==> src/rtl/serial_add_pkg.sv <==
// Shared definitions for the bit-serial add/subtract controller.
// Holds the FSM state encoding and the default operand width.
package serial_add_pkg;

  typedef enum logic [1:0] {
    IDLE = 2'd0,
    RUN  = 2'd1,
    DONE = 2'd2
  } state_t;

  localparam int DEFAULT_WIDTH = 8;

endpackage

==> src/rtl/serial_add_ctrl_if.sv <==
// Request/result bundle between a requester (master) and serial_add_ctrl (slave).
// Operands and start are sampled by the slave only while it is idle.
interface serial_add_ctrl_if #(
  parameter int WIDTH = serial_add_pkg::DEFAULT_WIDTH
);

  logic             start;
  logic             sub;
  logic [WIDTH-1:0] op_a;
  logic [WIDTH-1:0] op_b;
  logic             busy;
  logic             done;
  logic [WIDTH-1:0] result;
  logic             cout;
  logic             ovf;

  modport master (
    output start, sub, op_a, op_b,
    input  busy, done, result, cout, ovf
  );

  modport slave (
    input  start, sub, op_a, op_b,
    output busy, done, result, cout, ovf
  );

endinterface

==> src/rtl/serial_add_ctrl_alu.sv <==
// 1-bit full adder used as the serial datapath of serial_add_ctrl.
// Purely combinational; no latency, no backpressure.
module serial_add_ctrl_alu (
  input  logic a,
  input  logic b,
  input  logic cin,
  output logic s,
  output logic cout
);

  assign s    = a ^ b ^ cin;
  assign cout = (a & b) | (a & cin) | (b & cin);

endmodule

==> src/rtl/serial_add_ctrl.sv <==
// Bit-serial A+B / A-B: one bit per clock through a single full adder, LSB first.
// Latency WIDTH+1 edges from the start edge to done; requests ignored while busy.
module serial_add_ctrl
  import serial_add_pkg::*;
#(
  parameter int WIDTH = DEFAULT_WIDTH
) (
  input  logic             clk,
  input  logic             rst_n,
  serial_add_ctrl_if.slave bus
);

  localparam int             CW   = $clog2(WIDTH);
  localparam logic [CW-1:0]  LAST = CW'(WIDTH - 1);

  state_t           state_q, state_d;
  logic [CW-1:0]    cnt_q, cnt_d;
  logic             carry_q, carry_d;
  logic [WIDTH-1:0] sa_q, sa_d;
  logic [WIDTH-1:0] sb_q, sb_d;
  logic [WIDTH-1:0] result_q, result_d;
  logic             cout_q, cout_d;
  logic             ovf_q, ovf_d;
  logic             busy_q, busy_d;
  logic             done_q, done_d;

  logic sum_bit;
  logic carry_out;

  serial_add_ctrl_alu alu (
    .a    (sa_q[0]),
    .b    (sb_q[0]),
    .cin  (carry_q),
    .s    (sum_bit),
    .cout (carry_out)
  );

  always_comb begin
    state_d  = state_q;
    cnt_d    = cnt_q;
    carry_d  = carry_q;
    sa_d     = sa_q;
    sb_d     = sb_q;
    result_d = result_q;
    cout_d   = cout_q;
    ovf_d    = ovf_q;
    unique case (state_q)
      IDLE: begin
        if (bus.start) begin
          state_d = RUN;
          sa_d    = bus.op_a;
          // Subtraction is A + ~B + 1: invert B and seed the carry with 1.
          sb_d    = bus.sub ? ~bus.op_b : bus.op_b;
          carry_d = bus.sub;
          cnt_d   = '0;
        end
      end
      RUN: begin
        result_d = {sum_bit, result_q[WIDTH-1:1]};
        sa_d     = sa_q >> 1;
        sb_d     = sb_q >> 1;
        carry_d  = carry_out;
        cnt_d    = cnt_q + 1'b1;
        if (cnt_q == LAST) begin
          state_d = DONE;
          cout_d  = carry_out;
          ovf_d   = carry_q ^ carry_out;
        end
      end
      DONE:    state_d = IDLE;
      default: state_d = IDLE;
    endcase
    busy_d = (state_d != IDLE);
    done_d = (state_d == DONE);
  end

  always_ff @(posedge clk or negedge rst_n) begin
    if (!rst_n) begin
      state_q  <= IDLE;
      cnt_q    <= '0;
      carry_q  <= 1'b0;
      sa_q     <= '0;
      sb_q     <= '0;
      result_q <= '0;
      cout_q   <= 1'b0;
      ovf_q    <= 1'b0;
      busy_q   <= 1'b0;
      done_q   <= 1'b0;
    end else begin
      state_q  <= state_d;
      cnt_q    <= cnt_d;
      carry_q  <= carry_d;
      sa_q     <= sa_d;
      sb_q     <= sb_d;
      result_q <= result_d;
      cout_q   <= cout_d;
      ovf_q    <= ovf_d;
      busy_q   <= busy_d;
      done_q   <= done_d;
    end
  end

  assign bus.busy   = busy_q;
  assign bus.done   = done_q;
  assign bus.result = result_q;
  assign bus.cout   = cout_q;
  assign bus.ovf    = ovf_q;

endmodule

==> src/flat_wrapper.sv <==
// flat-port wrapper written by rule: the top's interface ports become plain ports
module serial_add_ctrl_flat import serial_add_pkg::*;
#(
  parameter int WIDTH = DEFAULT_WIDTH
)
  (clk, rst_n, bus_start, bus_sub, bus_op_a, bus_op_b, bus_busy, bus_done, bus_result, bus_cout, bus_ovf);
  serial_add_ctrl_if #(.WIDTH(WIDTH)) bus_i ();
  input  logic clk;
  input  logic rst_n;
  input wire logic [$bits(bus_i.start)-1:0] bus_start;
  input wire logic [$bits(bus_i.sub)-1:0] bus_sub;
  input wire logic [$bits(bus_i.op_a)-1:0] bus_op_a;
  input wire logic [$bits(bus_i.op_b)-1:0] bus_op_b;
  output wire logic [$bits(bus_i.busy)-1:0] bus_busy;
  output wire logic [$bits(bus_i.done)-1:0] bus_done;
  output wire logic [$bits(bus_i.result)-1:0] bus_result;
  output wire logic [$bits(bus_i.cout)-1:0] bus_cout;
  output wire logic [$bits(bus_i.ovf)-1:0] bus_ovf;
  assign bus_i.start = bus_start;
  assign bus_i.sub = bus_sub;
  assign bus_i.op_a = bus_op_a;
  assign bus_i.op_b = bus_op_b;
  assign bus_busy = bus_i.busy;
  assign bus_done = bus_i.done;
  assign bus_result = bus_i.result;
  assign bus_cout = bus_i.cout;
  assign bus_ovf = bus_i.ovf;
  serial_add_ctrl #(.WIDTH(WIDTH)) u_core (.clk(clk), .rst_n(rst_n), .bus(bus_i));
endmodule
==> config.mk <==
export PLATFORM = sky130hd
export DESIGN_NAME = serial_add_ctrl_flat
export DESIGN_NICKNAME = d
export VERILOG_FILES = /design/src/rtl/serial_add_pkg.sv /design/src/rtl/serial_add_ctrl_if.sv /design/src/rtl/serial_add_ctrl_alu.sv /design/src/rtl/serial_add_ctrl.sv /design/src/flat_wrapper.sv
export SDC_FILE = /design/constraint.sdc
export NUM_CORES = 1
export LEC_CHECK = 0
export ABC_AREA = 0
export CELL_PAD_IN_SITES_DETAIL_PLACEMENT = 2
export CELL_PAD_IN_SITES_GLOBAL_PLACEMENT = 2
export CORE_MARGIN = 1
export CORE_UTILIZATION = 40
export CTS_CLUSTER_DIAMETER = 100
export CTS_CLUSTER_SIZE = 14
export DETAILED_ROUTE_END_ITERATION = 10
export DONT_BUFFER_PORTS = 1
export PLACE_DENSITY = 0.88
export SKIP_LAST_GASP = 1
export SLEW_MARGIN = 20
export SYNTH_ARGS = -nofsm -noshare
export SYNTH_HDL_FRONTEND = slang
export SYNTH_SLANG_ARGS = --single-unit
==> constraint.sdc <==
create_clock -name clk -period 2 [get_ports clk]
set_clock_uncertainty 0.05 [all_clocks]
set_input_delay 0.4 -clock clk [delete_from_list [all_inputs] [get_ports clk]]
set_output_delay 0.4 -clock clk [all_outputs]
set_load 0.05 [all_outputs]
==> impl_metrics.csv, run 1 <==
group,metric,value,unit
setup_path,arrival,1.83,ns
floorplan,ios,32,
detailed_routing,drtAntennaViolNets,0,
finish,utilization,45.9,%
finish,insertedDiodeCount,0,
clock_tree,cts_resized,0,
global_route,antenna_found_initial,0,
detailed_routing,viasPerCell,5.70,
setup_path,critPathCaptureType,"register",
synth,yosysTopAreaCellShare,52.8,%
pwr,p_leak,0.782,nW
pwr,peakVddDrop,0.555,mV
sta,finalCritPeriodShare,84.4,%
sta,final-hold-violation-count,0,
hold_path,whs_path_depth,2,
placed_design,post-dp-hpwl,2600,um
floorplan,rows,22,
hold_path,min_path_type,"input port to register",
sta,tightest_slew,0.650,ns
setup_path,cp.required,2.14,ns
clock_tree,ctsHoldBuffers,2,
detailed_routing,highest_layer,"met4",
synth,synth.area.top_cells,"dfrtp_1 53%, mux2_2 7.0%, a222oi_1 4.3%",
synth,yosysTopAreaCell,"dfrtp_1",
floorplan,die_w,65.5,um
clock_tree,cts-root-buf,"clkbuf_8",
sta,fin_setup_tns,0,ns
detailed_routing,wl_per_cell,19.3,um
sta,fmax,0.592,GHz
clock_tree,cts_buffers,5,
clock_tree,cts_tree,"yes",
synth,synthesis.nets,161,
clock_tree,clk-insertion-delay-late,0.28,ns
synth,ys_seq_area_share,52.8,%
finish,layout_commonest_cell,"dfrtp_1",
setup_path,cp_max_fo,14,
clock_tree,cts_sinks,34,
detailed_routing,first_iter_violations,63,
setup_path,timing.rr.start,"u_core.state_q[1]",
setup_path,reg2regPathDepth,3,
detailed_routing,totalWireLength,3660,um
detailed_routing,wl_met3,180,um
clock_tree,cts.htree.levels,2,
synth,syn_area,1610,sq um
finish,layout_common_cells,"34 x dfrtp_1, 17 x nand2_1, 11 x a21oi_1",
global_route,grt_max_degree,35,
floorplan,initial_core_util,42.7,%
detailed_routing,dr.pass1.iters,4,
sta,fin_crit,1.69,ns
clock_tree,clk_pin_slew,0.06,ns
global_route,grt_usage,18.9,%
floorplan,fp.dieH,65.5,um
synth,synth_warnings,0,
finish,drive_above_1_share,17.7,%
hold_path,hold_end,"u_core.sa_q[4]",
setup_path,cp-start-kind,"register",
clock_tree,clock_path_buffers,2,
finish,nets,164,
detailed_routing,remaining_drc_errors,0,
detailed_routing,wl_met2,1930,um
synth,synthCells,138,
setup_path,r2r-end,"u_core.sa_q[3]",
setup_path,r2r_slack,0.31,ns
global_route,grt_pass1_vias,1213,
sta,finalSetupViolations,0,
placed_design,io_buffers,0,
setup_path,critPathKind,"register to register",
synth,synth.distinct_cells,26,
global_route,overflow,0,
sta,maxSlewHeadroom,56.6,%
run_status,status,"finished, final reports clean",
detailed_routing,wl_met1,1520,um
sta,rsz0062_at_grt,"no",
global_route,grt_pass1_wl,5980,um
pwr,power.density,1620,nW/um^2
clock_tree,cts_setup_buffers,0,
hold_path,min_from,"bus_op_a[4]",
floorplan,die-area,4290,sq um
finish,area_delta_synth_final,7.38,%
flow_run,max_cap_violations,0,
sta,drv_slew,0,
synth,ys_ff_latch,34,
synth,syn_area_per_cell,11.7,sq um
placed_design,place.gp.congestion,0.700,
detailed_routing,vias,1078,
floorplan,fp.coreArea,3770,sq um
## final cells by class
type	instances	area, sq um
Multi-Input combinational cell	94	687
Sequential cell	34	851
Fill cell	373	2040
Clock buffer	7	76.3
Timing Repair Buffer	5	52.6
Inverter	1	3.75
Tap cell	48	60.1
## per-stage QoR
step                      hold WS, ns  cell area [sq um]  power (mW)  setup slack [ns]  std cells
after detailed placement       0.0552               1620        2.36             0.282        180
after global placement         0.0552               1620        2.23             0.440        180
after global routing            0.292               1730        2.99             0.137        189
after CTS                       0.273               1730        2.85             0.279        189
after floorplan                0.0544               1610        2.17             0.621        138
final                           0.274               1730        2.80             0.312        189
## logic make-up after synthesis
logic type / synth area share, %
AOI/OAI and AO/OA: 16.2
xor gates and xnor gates: 4.89
DFF: 52.8
and+or+nand+nor: 11.7
buffers and inverters: 4.58
muxes: 6.99
adders and majority gates: 2.79
## flip-flops by register name, summed over array words and instances (netlist names)
signal / count
u_core.carry_q: 1
u_core.sb_q: 8
u_core.bus.cout: 1
u_core.cnt_q: 3
u_core.bus.done: 1
u_core.bus.result: 8
u_core.bus.busy: 1
u_core.state_q: 2
u_core.sa_q: 8
u_core.bus.ovf: 1
## how the worst max path moves through the flow
stage	start	end	slack, ns
floorplan	u_core.cnt_q[0]	u_core.bus.cout	0.62
global placement	u_core.state_q[1]	u_core.sa_q[6]	0.44
detailed placement	u_core.state_q[1]	u_core.sa_q[3]	0.28
CTS	u_core.state_q[1]	u_core.sa_q[3]	0.28
global route	u_core.state_q[1]	u_core.sa_q[7]	0.14
finish	u_core.state_q[1]	u_core.sa_q[3]	0.31
## per-layer routing
layer  vias up  track usage [%]
li1        495                -
met1       554             21.8
met2        27             32.7
met3         2             6.42
met4         0             6.25
met5         -                0
## critical path, stage by stage, from the launching register on
cell	delay, ns
dfrtp_1	0.60
nor2b_1	0.62
a21oi_1	0.15
o21ai_0	0.19
## power by group
group,total [mW],switching (mW),internal (mW)
logic,0.767,0.367,0.400
clock network,0.462,0.222,0.239
registers,1.57,0.627,0.947
total,2.80,1.22,1.59
## cells in the mapped netlist
cell type	instances
xor2_1	8
ha_1	2
fa_1	1
dfrtp_1	34
or2_4	1
and2_1	1
mux2_2	10
a22oi_1	8
buf_4	1
a21oi_2	1
a222oi_1	7
buf_6	2
a21oi_1	11
nor3b_4	1
nor2b_4	1
and2_2	1
buf_8	1
buf_2	5
xnor2_1	1
nand2_1	17
o21ai_0	10
nor2b_1	9
a22o_1	2
and2b_1	1
inv_1	1
nor2_2	1
Power figures use the tool's default switching activity.
==> inputs of run 2 (changes only) <==
==> constraint.sdc (replaced) <==
create_clock -name clk -period 1.7 [get_ports clk]
set_clock_uncertainty 0.05 [all_clocks]
set_input_delay 0.34 -clock clk [delete_from_list [all_inputs] [get_ports clk]]
set_output_delay 0.34 -clock clk [all_outputs]
set_load 0.05 [all_outputs]
==> impl_metrics.csv, run 2 (same netlist as run 1, synthesis figures left out) <==
group,metric,value,unit
floorplan,fp.coreArea,3770,sq um
floorplan,die_w,65.5,um
finish,insertedDiodeCount,0,
hold_path,min_path_type,"input port to register",
setup_path,critPathKind,"register to register",
setup_path,cp.required,1.86,ns
finish,nets,165,
finish,utilization,46.9,%
clock_tree,cts-root-buf,"clkbuf_8",
detailed_routing,wl_per_cell,21.1,um
clock_tree,cts.htree.levels,2,
clock_tree,clk-insertion-delay-late,0.28,ns
pwr,p_leak,0.801,nW
detailed_routing,totalWireLength,4040,um
finish,layout_common_cells,"33 x dfrtp_1, 17 x nand2_1, 11 x a21oi_1",
finish,area_delta_synth_final,9.78,%
floorplan,rows,22,
clock_tree,clock_path_buffers,2,
detailed_routing,remaining_drc_errors,0,
clock_tree,cts_buffers,5,
setup_path,crit_start,"u_core.state_q[1]",
detailed_routing,viasPerCell,5.78,
setup_path,critPathCaptureType,"register",
sta,finalSetupViolations,0,
hold_path,min_from,"bus_op_a[1]",
placed_design,pre_cts_ws,-0.00258,ns
detailed_routing,dr.pass1.iters,5,
setup_path,cp-start-kind,"register",
detailed_routing,drtAntennaViolNets,0,
setup_path,timing.rr.start,"u_core.state_q[1]",
sta,fin_crit,1.52,ns
finish,finalInstanceArea,1770,sq um
clock_tree,cts_tree,"yes",
sta,tightest_slew,0.510,ns
global_route,grt_pass1_wl,6690,um
setup_path,cp_max_fo,12,
finish,layout_commonest_cell,"dfrtp_1",
global_route,grt_max_degree,35,
flow_run,max_cap_violations,0,
pwr,peakVddDrop,0.867,mV
sta,rsz0062_at_grt,"no",
sta,final-hold-violation-count,0,
placed_design,place_area,1640,sq um
global_route,grt_pass1_vias,1303,
floorplan,die-area,4290,sq um
global_route,antenna_found_initial,0,
floorplan,initial_core_util,42.7,%
sta,worst_slack,0.185,ns
detailed_routing,first_iter_violations,50,
finish,finalNonFillerCells,191,
floorplan,fp.dieH,65.5,um
sta,maxSlewHeadroom,66.0,%
placed_design,place.gp.congestion,0.719,
placed_design,io_buffers,0,
global_route,overflow,0,
finish,drive_above_1_share,21.0,%
global_route,grt_usage,21.9,%
setup_path,arrival,1.68,ns
sta,fmax,0.660,GHz
clock_tree,cts_sinks,34,
pwr,power.density,1950,nW/um^2
finish,fill_cells,384,
sta,finalCritPeriodShare,89.1,%
pwr,power,3.44,mW
clock_tree,clk_pin_slew,0.07,ns
placed_design,post-dp-hpwl,2560,um
detailed_routing,vias,1104,
run_status,status,"finished, final reports clean",
placed_design,placedCellCount,181,
floorplan,ios,32,
sta,drv_slew,0,
-- run 2: area by class of cell --
type	instances	area (sq um)	share of cell area (%)
Sequential cell	34	852	48.2
Multi-Input combinational cell	94	689	39.0
Clock buffer	7	86.3	4.88
Timing Repair Buffer	6	72.6	4.10
Tap cell	48	60.1	3.39
Clock inverter	1	5.00	0.283
Inverter	1	3.75	0.212
-- run 2: power by group --
| group | internal, mW | switching (mW) |
|---|---|---|
| sequential | 1.12 | 0.710 |
| clock | 0.326 | 0.279 |
| combinational | 0.514 | 0.498 |
| total | 1.96 | 1.49 |
-- run 2: worst paths after layout --
kind                                endpoint  slack (ns)  cells past startpoint
setup / recovery              u_core.sb_q[0]        0.18                      4
hold / removal                u_core.sa_q[1]        0.21                      2
setup reg to reg              u_core.sb_q[0]        0.18                      4
hold reg to reg               u_core.sb_q[2]        0.47                      2
max in group asynchronous  u_core.state_q[1]        0.95                      2
min in group asynchronous     u_core.sb_q[2]        0.47                      2
-- run 2: through the flow --
step / hold WS (ns) / setup TNS (ns)
finish: 0.213 / 0
global route: 0.222 / 0
CTS: 0.213 / 0
detailed placement: -0.00487 / -0.00258
global placement: -0.00477 / 0
floorplan: -0.00559 / 0
-- run 2: critical path, stage by stage (launching register included) --
cell	delay, ns
dfrtp_2	0.50
buf_4	0.22
nor3b_4	0.38
a222oi_1	0.18
nand2_1	0.11
-- run 2: what timing repair did --
item,in CTS,in global routing
hold endpoints to repair,34,0
gates resized for setup,1,1
setup buffers,0,0
hold buffers,2,0
setup endpoints to repair,2,2
cloned,0,0
-- run 2: per-layer routing --
| metal | routed length, um | vias up | global-route usage, % |
|---|---|---|---|
| li1 | - | 501 | - |
| met1 | 1660 | 573 | 24.4 |
| met2 | 2180 | 26 | 38.7 |
| met3 | 144 | 4 | 5.73 |
| met4 | 44 | 0 | 9.78 |
| met5 | 0 | - | 0 |
==> inputs of run 3 (changes only) <==
--- a/config.mk
+++ b/config.mk
@@ -9,12 +9,13 @@
 export CELL_PAD_IN_SITES_DETAIL_PLACEMENT = 2
 export CELL_PAD_IN_SITES_GLOBAL_PLACEMENT = 2
 export CORE_MARGIN = 1
-export CORE_UTILIZATION = 40
+export CORE_UTILIZATION = 42
+export CTS_BUF_LIST = sky130_fd_sc_hd__clkbuf_2 sky130_fd_sc_hd__clkbuf_4 sky130_fd_sc_hd__clkbuf_8
 export CTS_CLUSTER_DIAMETER = 100
 export CTS_CLUSTER_SIZE = 14
 export DETAILED_ROUTE_END_ITERATION = 10
 export DONT_BUFFER_PORTS = 1
-export PLACE_DENSITY = 0.88
+export PLACE_DENSITY = 0.82
 export SKIP_LAST_GASP = 1
 export SLEW_MARGIN = 20
 export SYNTH_ARGS = -nofsm -noshare
==> impl_metrics.csv, run 3 (same netlist as run 1, synthesis figures left out) <==
group,metric,value,unit
run_status,status,"finished, final reports clean",
clock_tree,cts_resized,0,
finish,fill_cells,380,
clock_tree,cts_tree,"yes",
global_route,overflow,0,
pwr,clkPwrFrac,18.5,%
setup_path,r2r-end,"u_core.bus.cout",
detailed_routing,drtAntennaViolNets,0,
finish,drive_above_1_share,21.4,%
setup_path,path_cells,"ha_1 -> ha_1 -> and2_2 -> mux2_2",
finish,layout_commonest_cell,"dfrtp_1",
global_route,grt_pass1_wl,6540,um
pwr,p_leak,0.815,nW
global_route,grt_max_degree,35,
floorplan,fp.dieH,63.9,um
sta,maxSlewHeadroom,64.6,%
sta,finalSetupViolations,0,
pwr,pwr-share-comb,29.3,%
sta,final-hold-violation-count,0,
clock_tree,cts_sinks,34,
setup_path,arrival,1.61,ns
setup_path,cp.depth,4,
setup_path,crit_family,"adder cells",
setup_path,cp_common_cell,"ha_1",
hold_path,min_path_type,"input port to register",
floorplan,ios,32,
setup_path,cp_max_fo,4,
clock_tree,clock_path_buffers,2,
finish,layout_common_cells,"34 x dfrtp_1, 17 x nand2_1, 11 x a21oi_1",
setup_path,cp-start-kind,"register",
clock_tree,cts-root-buf,"clkbuf_8",
setup_path,cp.required,1.82,ns
placed_design,placedCellCount,183,
setup_path,crit_start,"u_core.cnt_q[0]",
sta,rsz0062_at_grt,"no",
setup_path,r2r_slack,0.21,ns
pwr,p_int,1.98,mW
floorplan,die_w,63.9,um
pwr,peakVddDrop,0.692,mV
finish,insertedDiodeCount,0,
sta,drv_slew,0,
detailed_routing,dr.pass1.iters,4,
setup_path,reg2regPathDepth,4,
detailed_routing,vias,1108,
global_route,antenna_found_initial,0,
detailed_routing,first_iter_violations,57,
detailed_routing,wl_per_cell,20.0,um
global_route,grt_usage,22.1,%
placed_design,post-dp-hpwl,2640,um
pwr,switching_share,42.9,%
floorplan,rows,22,
placed_design,place_area,1660,sq um
setup_path,slowest_delay,0.39,ns
finish,finalNonFillerCells,193,
sta,fmax,0.671,GHz
setup_path,critPathCaptureType,"register",
finish,nets,167,
pwr,power.density,1940,nW/um^2
clock_tree,cts_buffers,5,
finish,finalInstanceArea,1780,sq um
sta,hold_slack,0.191,ns
clock_tree,clk-insertion-delay-late,0.29,ns
setup_path,timing.rr.start,"u_core.cnt_q[0]",
finish,ff_latch_area,851,sq um
pwr,power,3.47,mW
global_route,grt_pass1_vias,1239,
finish,multi_input_area,687,sq um
sta,tightest_slew,0.530,ns
placed_design,io_buffers,0,
pwr,seqPwrFrac,52.3,%
finish,area_delta_synth_final,10.7,%
floorplan,initial_core_util,44.0,%
setup_path,worst-path-buf-inv,0,
clock_tree,cts_setup_buffers,0,
setup_path,crit_slowest_cell,"dfrtp_1",
detailed_routing,totalWireLength,3850,um
sta,finalCritPeriodShare,87.7,%
detailed_routing,remaining_drc_errors,0,
setup_path,critPathKind,"register to register",
sta,fin_setup_tns,0,ns
clock_tree,ctsHoldBuffers,2,
setup_path,setup.worst_path.end,"u_core.bus.cout",
flow_run,max_cap_violations,0,
floorplan,die-area,4090,sq um
detailed_routing,viasPerCell,5.74,
floorplan,fp.coreArea,3660,sq um
sta,fin_crit,1.49,ns
clock_tree,cts.htree.levels,2,
pwr,switching_power,1.49,mW
clock_tree,clk_pin_slew,0.07,ns
placed_design,place.gp.congestion,0.731,
run 3: worst min path at each step:
stage,cells past startpoint,endpoint,from
global route,3,u_core.sb_q[7],bus_op_b[7]
CTS,3,u_core.sb_q[7],bus_op_b[7]
finish,3,u_core.sb_q[7],bus_op_b[7]
detailed placement,0,u_core.bus.result[3],rst_n
global placement,0,u_core.bus.result[2],rst_n
floorplan,0,u_core.bus.busy,rst_n
run 3: worst register-to-register path, delay by kind of cell (launching register included):
kind	cells	cell delay, ns
adder cells (fa/ha/maj)	2	0.43
flip-flops	1	0.39
multiplexers	1	0.29
AND/OR/NAND/NOR	1	0.21
run 3: routing by layer:
metal / share of wire, % / wire (um) / global-route usage, %
met1: 41 / 1590 / 26.2
met3: 4.3 / 165 / 6.79
met4: 2.2 / 83 / 9.09
met5: 0 / 0 / 0
met2: 52 / 2010 / 37.0
run 3: final cells by class:
cell class | instances | share of cell area (%)
clock inverters | 1 | 0.281
multi-input cells | 94 | 38.5
inverters | 1 | 0.210
clock buffers | 7 | 5.05
repair buffers | 8 | 4.91
flip-flops and latches | 34 | 47.7
well taps | 48 | 3.37
run 3: stage by stage:
| step | utilization [%] | setup WS, ns |
|---|---|---|
| 4_1_cts | 48.7 | 0.200 |
| 2_1_floorplan | - | 0.321 |
| 3_3_place_gp | 45.3 | 0.301 |
| 5_1_grt | 48.7 | 0.118 |
| 3_5_place_dp | 45.3 | 0.238 |
| 6_report | 48.7 | 0.209 |
run 3: power groups by stage:
stage,logic [mW],clock network (mW),registers [mW]
2_1_floorplan,0.802,0,1.75
3_3_place_gp,0.912,0,1.80
3_5_place_dp,0.993,0,1.83
4_1_cts,1.04,0.654,1.82
5_1_grt,1.14,0.685,1.86
6_report,1.02,0.641,1.81
